<file path="config.mk">
export PLATFORM = sky130hd
export DESIGN_NAME = btn_conditioner
export DESIGN_NICKNAME = d
export VERILOG_FILES = /design/src/rtl/btn_conditioner.sv
export SDC_FILE = /design/constraint.sdc
export NUM_CORES = 1
export LEC_CHECK = 0
export ABC_AREA = 1
export CAP_MARGIN = 30
export CELL_PAD_IN_SITES_DETAIL_PLACEMENT = 2
export CELL_PAD_IN_SITES_GLOBAL_PLACEMENT = 2
export CORE_ASPECT_RATIO = 0.8
export CORE_MARGIN = 8
export CORE_UTILIZATION = 41
export DETAILED_ROUTE_END_ITERATION = 16
export DONT_BUFFER_PORTS = 1
export PLACE_DENSITY = 0.79
export SLEW_MARGIN = 10
export SYNTH_ARGS = -nofsm -noshare
export SYNTH_HDL_FRONTEND = slang
export SYNTH_SLANG_ARGS = --single-unit
</file>
<file path="constraint.sdc">
create_clock -name clk -period 6.3 [get_ports clk]
set_input_delay 1.575 -clock clk [delete_from_list [all_inputs] [get_ports clk]]
set_output_delay 1.575 -clock clk [all_outputs]
set_load 0.01 [all_outputs]
</file>
<file path="src/rtl/btn_conditioner.sv">
// Three-channel button front end: 2-flop sync, debounce, press pulses and a
// pending-event queue with valid/ready. Optional auto-repeat: BTN_AUTOREPEAT_EN.
module btn_conditioner #(
  parameter int DEB_CYCLES    = 20000,
  parameter int REPEAT_DELAY  = 500000,
  parameter int REPEAT_PERIOD = 200000
) (
  input  logic       clk,
  input  logic       rst,
  input  logic [2:0] btn_in,
  output logic [2:0] btn_level,
  output logic [2:0] btn_press,
  output logic       evt_valid,
  output logic [1:0] evt_code,
  input  logic       evt_ready,
  output logic       evt_drop
);

  // Handshake: an event transfers in any cycle where evt_valid && evt_ready;
  // evt_code stays stable while evt_valid && !evt_ready, and evt_ready is
  // ignored while evt_valid is low.

  localparam int CW = $clog2(DEB_CYCLES);
  localparam logic [CW-1:0] DEB_MAX = CW'(DEB_CYCLES - 1);

  logic [2:0]    sync1, sync2;
  logic [2:0]    level_q, level_d, press_q, pend;
  logic [CW-1:0] cnt [3];
  logic [1:0]    cur;
  logic          drop_q;
  logic [2:0]    rep_fire;

  always_ff @(posedge clk or posedge rst) begin
    if (rst) begin
      sync1 <= '0;
      sync2 <= '0;
    end else begin
      sync1 <= btn_in;
      sync2 <= sync1;
    end
  end

  // A single cycle of agreement with the current level restarts the count.
  always_ff @(posedge clk or posedge rst) begin
    if (rst) begin
      level_q <= '0;
      for (int i = 0; i < 3; i++) cnt[i] <= '0;
    end else begin
      for (int i = 0; i < 3; i++) begin
        if (sync2[i] == level_q[i]) begin
          cnt[i] <= '0;
        end else if (cnt[i] == DEB_MAX) begin
          level_q[i] <= sync2[i];
          cnt[i]     <= '0;
        end else begin
          cnt[i] <= cnt[i] + 1'b1;
        end
      end
    end
  end

`ifdef BTN_AUTOREPEAT_EN
  localparam int RMAX = (REPEAT_DELAY > REPEAT_PERIOD) ? REPEAT_DELAY : REPEAT_PERIOD;
  localparam int HW = $clog2(RMAX + 1);
  localparam logic [HW-1:0] DELAY_T  = HW'(REPEAT_DELAY);
  localparam logic [HW-1:0] PERIOD_T = HW'(REPEAT_PERIOD);

  logic [HW-1:0] hold_cnt [3];
  logic [2:0]    repeating;

  // hold_cnt equals cycles since the level rose; first target is the delay,
  // later targets are the period measured from the previous repeat.
  always_comb begin
    rep_fire = '0;
    for (int i = 0; i < 3; i++)
      rep_fire[i] = level_q[i] &&
                    (hold_cnt[i] == (repeating[i] ? PERIOD_T : DELAY_T));
  end

  always_ff @(posedge clk or posedge rst) begin
    if (rst) begin
      repeating <= '0;
      for (int i = 0; i < 3; i++) hold_cnt[i] <= '0;
    end else begin
      for (int i = 0; i < 3; i++) begin
        if (!level_q[i]) begin
          hold_cnt[i]  <= '0;
          repeating[i] <= 1'b0;
        end else if (rep_fire[i]) begin
          hold_cnt[i]  <= HW'(1);
          repeating[i] <= 1'b1;
        end else begin
          hold_cnt[i] <= hold_cnt[i] + 1'b1;
        end
      end
    end
  end
`else
  logic unused_repeat_cfg;
  assign unused_repeat_cfg = ^{REPEAT_DELAY, REPEAT_PERIOD};
  assign rep_fire = '0;
`endif

  logic       hs;
  logic [2:0] clr, pend_nxt;
  logic [1:0] cur_nxt;
  logic       drop_nxt;

  always_comb begin
    hs  = evt_valid && evt_ready;
    clr = '0;
    if (hs) begin
      case (cur)
        2'd1:    clr = 3'b001;
        2'd2:    clr = 3'b010;
        2'd3:    clr = 3'b100;
        default: clr = 3'b000;
      endcase
    end
    pend_nxt = (pend & ~clr) | press_q;
    drop_nxt = |(press_q & pend & ~clr);
    // The presented event is frozen while stalled so a later, higher-priority
    // press cannot preempt it.
    if (evt_valid && !evt_ready) cur_nxt = cur;
    else if (pend_nxt[0])        cur_nxt = 2'd1;
    else if (pend_nxt[1])        cur_nxt = 2'd2;
    else if (pend_nxt[2])        cur_nxt = 2'd3;
    else                         cur_nxt = 2'd0;
  end

  always_ff @(posedge clk or posedge rst) begin
    if (rst) begin
      level_d <= '0;
      press_q <= '0;
      pend    <= '0;
      cur     <= '0;
      drop_q  <= 1'b0;
    end else begin
      level_d <= level_q;
      press_q <= (level_q & ~level_d) | rep_fire;
      pend    <= pend_nxt;
      cur     <= cur_nxt;
      drop_q  <= drop_nxt;
    end
  end

  assign btn_level = level_q;
  assign btn_press = press_q;
  assign evt_valid = |pend;
  assign evt_code  = cur;
  assign evt_drop  = drop_q;

endmodule
</file>
* Yosys cells after proc, flatten, opt, wreduce, memory -nomap -nowiden *
Index checks and enable logic that the tools add are counted.

word-level totals
  bits of input ports = 6
  output and inout port bits = 10
  flip-flop bits (word level) = 66

operators by class
  bitwise logic cells = 10
  multiplexer cells = 11
  reductions and logical operators = 8
  eq/ne operators = 9
  add/sub/neg operators = 3

operators by type and width
  operator                                                               number
  15-bit 2-to-1 mux                                                      6
  15-bit by 1-bit adder with 15-bit output, second input constant        3
  15-bit equality test, second input constant                            3
  3-bit AND                                                              4
  3-bit case mux with 3 select lines                                     1
  2-bit 2-to-1 mux                                                       3
  3-bit NOT                                                              2
  2-bit AND reduction                                                    3
  3-bit OR reduction                                                     2
  2-bit equality test, second input constant                             2
  1-bit equality test                                                    3
  3-bit 2-to-1 mux                                                       1
  1-bit NOT                                                              3
  3-bit bitwise OR                                                       1
  2-bit by 1-bit equality test with 1-bit output, second input constant  1
  1-bit logical AND                                                      2
  1-bit zero test                                                        1

* Depth between registers and ports, before layout *
  depth in word-level cells = 9
  depth in mapped cells = 8
  gate-level depth less buffers = 8

* Worst setup path before layout *
No wires, ideal clock.

  path kind = input -> register
  start point = input evt_ready
  end point = register cur[1] (netlist: evt_code[1])
  setup slack = 4.153 ns
  cell stages on the path = 5
  data arrival time = 2.020 ns
  buffers on the path = 0
  data required time = 6.174 ns
  cells stage by stage = a31o_2 -> nand2_1 -> nor2_1 -> nand2_1 -> o21ai_0

between the ends
  elaborated cells between the ends (all ways) = 10
  classes of those cells = mux (4); bitwise (3); reduce/logical (3)

RTL lines
  element               line  source
  from (decl)           15    input logic evt_ready,
  1-bit logical AND     110   hs = evt_valid && evt_ready;
  3-bit 2-to-1 mux      112   if (hs) begin
  3-bit NOT             120   pend_nxt = (pend & ~clr) | press_q;
  3-bit AND             120
  3-bit bitwise OR      120
  net pend_nxt[0]       105   logic [2:0] clr, pend_nxt;
  2-bit 2-to-1 mux      125   else if (pend_nxt[0]) cur_nxt = 2'd1;
  to (signal assigned)  142   cur <= cur_nxt;
  to (decl)             29    logic [1:0] cur;

The timed path passes the listed nets, and every way through them passes these cells.
A chain may end at the register's enable or synchronous reset.

* Worst setup path after layout *
  start point = register pend[1]
  end point = output evt_valid

between the ends
  word-level cells in the longest chain between the ends = 1

ends and longest elaborated chain
  element                 line  source
  from (decl)             27    logic [2:0] level_q, level_d, press_q, pend;
  from (signal assigned)  141   pend <= pend_nxt;
  3-bit OR reduction      149   assign evt_valid = |pend;
  to (decl)               13    output logic evt_valid,

No other way between the ends.

==> metrics.md <==
| Metric | Value |
|---|---|
| Die Ht | 97.2 µm |
| Global-route wire length before repair | 16400 µm |
| CTS H-tree depth | 3 |
| CTS buffer count | 9 |
| CTS resizes | 0 |
| Drt pass-1 iters | 4 |
| Yosys cell types | 31 |
| Worst path max stage delay | 0.40 ns |
| EDFF count, synth | 0 |
| Max Cap Violations | 0 |
| CTS max path bufs | 2 |
| FFs w/ async S/R, synth | 1.00 |
| # rows | 29 |
| Hold Vio Cnt, Final | 0 |
| Mapped Nets | 422 |
| Number of diodes | 0 |
| Synth area leader | dfrtp_1 |
| Top delay family on crit path | flip-flops |
| Worst skew pair latency | 0.36 ns |
| # IOs | 16 |
| RSZ-0062 raised after global routing | false |
| Crit path capture type | primary output |
| Footprint of the multi-input gates | 0.00150 mm² |
| Worst-margin pin slew | ~0.87 ns |
| Drt wl/cell | 18.0 µm |
| Tot Pwr | 1.00 mW |
| Worst slack, placed | 3.95 ns |
| CP bufs+invs | 0 |
| Die Area | ~0.011 mm² |
| Root Buffer | clkbuf_8 |
| Req. time, crit path | roughly 4.7 ns |
| Hold-fix buffers at CTS | 0 |
| Via-to-Cell Ratio | between 5 and 6 |
| Gate Count Post-Synth | 413 |
| Power density cells | between 200 and 300 mW/mm² |
| Fmax | 386 MHz |
| RePlAce Congestion | 0.783 |
| Final setup viols | 0 |
| Clk_skew | 0.0104 ns |
| Sequential area share after synthesis | 0.488 |
| Fin nets | approximately 430 |
| Critical Path Fanout Max | 3 |
| Share of the synthesized area in the top cell type | 0.488 |
| Top post-synthesis cells by area | dfrtp_1 (49%), nor2_1 (9.0%), nand2_1 (7.3%), nand3_1 (6.2%), inv_1 (5.1%) |
| Share of cells above drive strength 1 | 0.131 |
| FF+latch area | approximately 0.0017 mm² |
| Clock-pin slew on the worst setup and hold paths | 0.08 ns |
| Status | complete, no violations |
| Commonest register cell after synthesis | dfrtp_1 |
| Final max-slew violation count | 0 |
| Antenna violations before repair | 0 |
| Post-Route WL | around 9600 µm |
| Minimum clock period | ~2.6 ns |
| Critical path's slowest cell | dfrtp_1 |
| Area Growth Syn to Fin | 11.2% |
| Filler Cells Inserted | 915 |
| DRC | 0 |
| Top-count cell post-synth | nor2_1 |
| Maximum number of pins on one net before global-route repair | 67 |
| Maximum vdd ir drop | 127 µV |
| Max-slew headroom | 0.422 |
| Total setup buffers inserted after CTS | 0 |
| Period utilisation layout | 0.411 |
| DR vias | 2824 |
| Grt total ovfl | 0 |
| Top cells by count, synth | nor2_1 (81), dfrtp_1 (66), nand2_1 (66) |
| I/O Buffers | 0 |
| Routed Antenna Nets | 0 |
| DP HPWL | 6910 µm |
| Ys Warns | 0 |
| GRT Util Overall | 0.179 |
| Seq cells post-synth | between 60 and 70 |
| Syn avg cell area | 8.19 µm² |
| Worst hold path type | reg -> reg |
| DIE WIDTH | 118 µm |
| Crit start category | flip-flop |
| Cell Area, Synth | 0.00338 mm² |
| Core Box Area | 0.00798 mm² |
| Flop2flop setup slack | 4.59 ns |
| Vias in the first global route | approximately 3.1k |
| Crit-path cells | nor2_1 -> nand2_1 |
| First DRT Iteration DRCs | 99 |
| Leakage | 1.66 nW |
| Initial Util | 0.424 |
| Clock sinks | 66 |
| Final setup margin | ~3.7 ns |
| TritonCTS clock tree | built |
| TNS Setup | 0 ns |
| Critical Path AT | 1.01 ns |
| CP Class | reg -> out |
[kinds of logic after synthesis]
logic type | count (synthesis) | synth area share
AO/OA/AOI/OAI | 18 | 0.0303
buffers and inverters | 62 | 0.0696
flip-flops | 66 | 0.488
adder cells (fa/ha/maj) | 3 | 0.0111
XOR/XNOR | 20 | 0.0518
AND/OR/NAND/NOR | 244 | 0.349
[report_power, final]
part           internal (mW)  leakage [nW]  switching [mW]
logic                 0.0232         0.639          0.0603
registers              0.442         0.897          0.0191
clock network          0.275         0.127           0.181
total                  0.740          1.66           0.260
[flip-flops by register name (all words and copies together) (netlist names)]
name and count:
btn_press 3, cnt 45, sync1 3, level_d 3
evt_code 2, pend 3, sync2 3, btn_level 3
evt_drop 1
[worst reg2reg max path, cell delays in order, from the launching register on]
cell and delay, ns:
dfrtp_1 0.42, ha_1 0.32, nand3_1 0.23, nor2_1 0.18, nand3_1 0.22, nand3_1 0.16
nor2_1 0.05
[placed cells by master (no fill, tap or decap), types with 4 or more instances in the layout]
master,Yosys,final
nand3_2,5,5
o21ai_0,5,5
dfrtp_1,66,66
o21ai_1,4,4
a21oi_1,4,4
nor2_2,7,7
xor2_1,17,17
nor3_1,10,10
nand4_1,15,15
nand2_1,66,66
nand3_1,42,42
nor2_1,81,81
inv_1,46,45
clkbuf_8,0,10
inv_2,13,14
nor3_2,5,5
[cell type report]
| cell class | instances | share of cell area |
|---|---|---|
| flip-flops and latches | 66 | 0.439 |
| clock inverters | 6 | 0.0299 |
| well taps | 108 | 0.0359 |
| repair buffers | 1 | 0.00200 |
| inverters | 59 | 0.0589 |
| multi-input cells | 285 | 0.398 |
| clock buffers | 10 | 0.0366 |
[stage by stage]
stage / hold WS (ns) / instance area [µm²] / util / instances
after floorplan: 0.331 / 3380 / - / 413
after global placement: 0.334 / 3510 / 0.440 / 519
after detailed placement: 0.342 / 3510 / 0.440 / 519
after CTS: 0.359 / 3760 / 0.471 / 535
after global routing: 0.370 / 3760 / 0.471 / 535
final: 0.355 / 3760 / 0.471 / 535
[layer usage]
layer | part of all wire | GRT usage | wire length [µm]
met1 | 0.46 | 0.218 | 4460
met2 | 0.49 | 0.300 | 4740
met3 | 0.028 | 0.0424 | 269
met5 | 0 | 0 | 0
met4 | 0.017 | 0.0697 | 166
[path summary, 6_finish.rpt]
check,cells past startpoint,end,startpoint
max in group asynchronous,2,cnt[41]$_DFF_PP0_,rst
worst max register to register,6,cnt[10]$_DFF_PP0_,cnt[0]$_DFF_PP0_
min in group asynchronous,2,sync2[1]$_DFF_PP0_,rst
worst max-delay path,2,evt_valid,pend[1]$_DFF_PP0_
worst min register to register,0,sync2[1]$_DFF_PP0_,sync1[1]$_DFF_PP0_
worst min-delay path,0,sync2[1]$_DFF_PP0_,sync1[1]$_DFF_PP0_
Power figures use the tool's default switching activity.
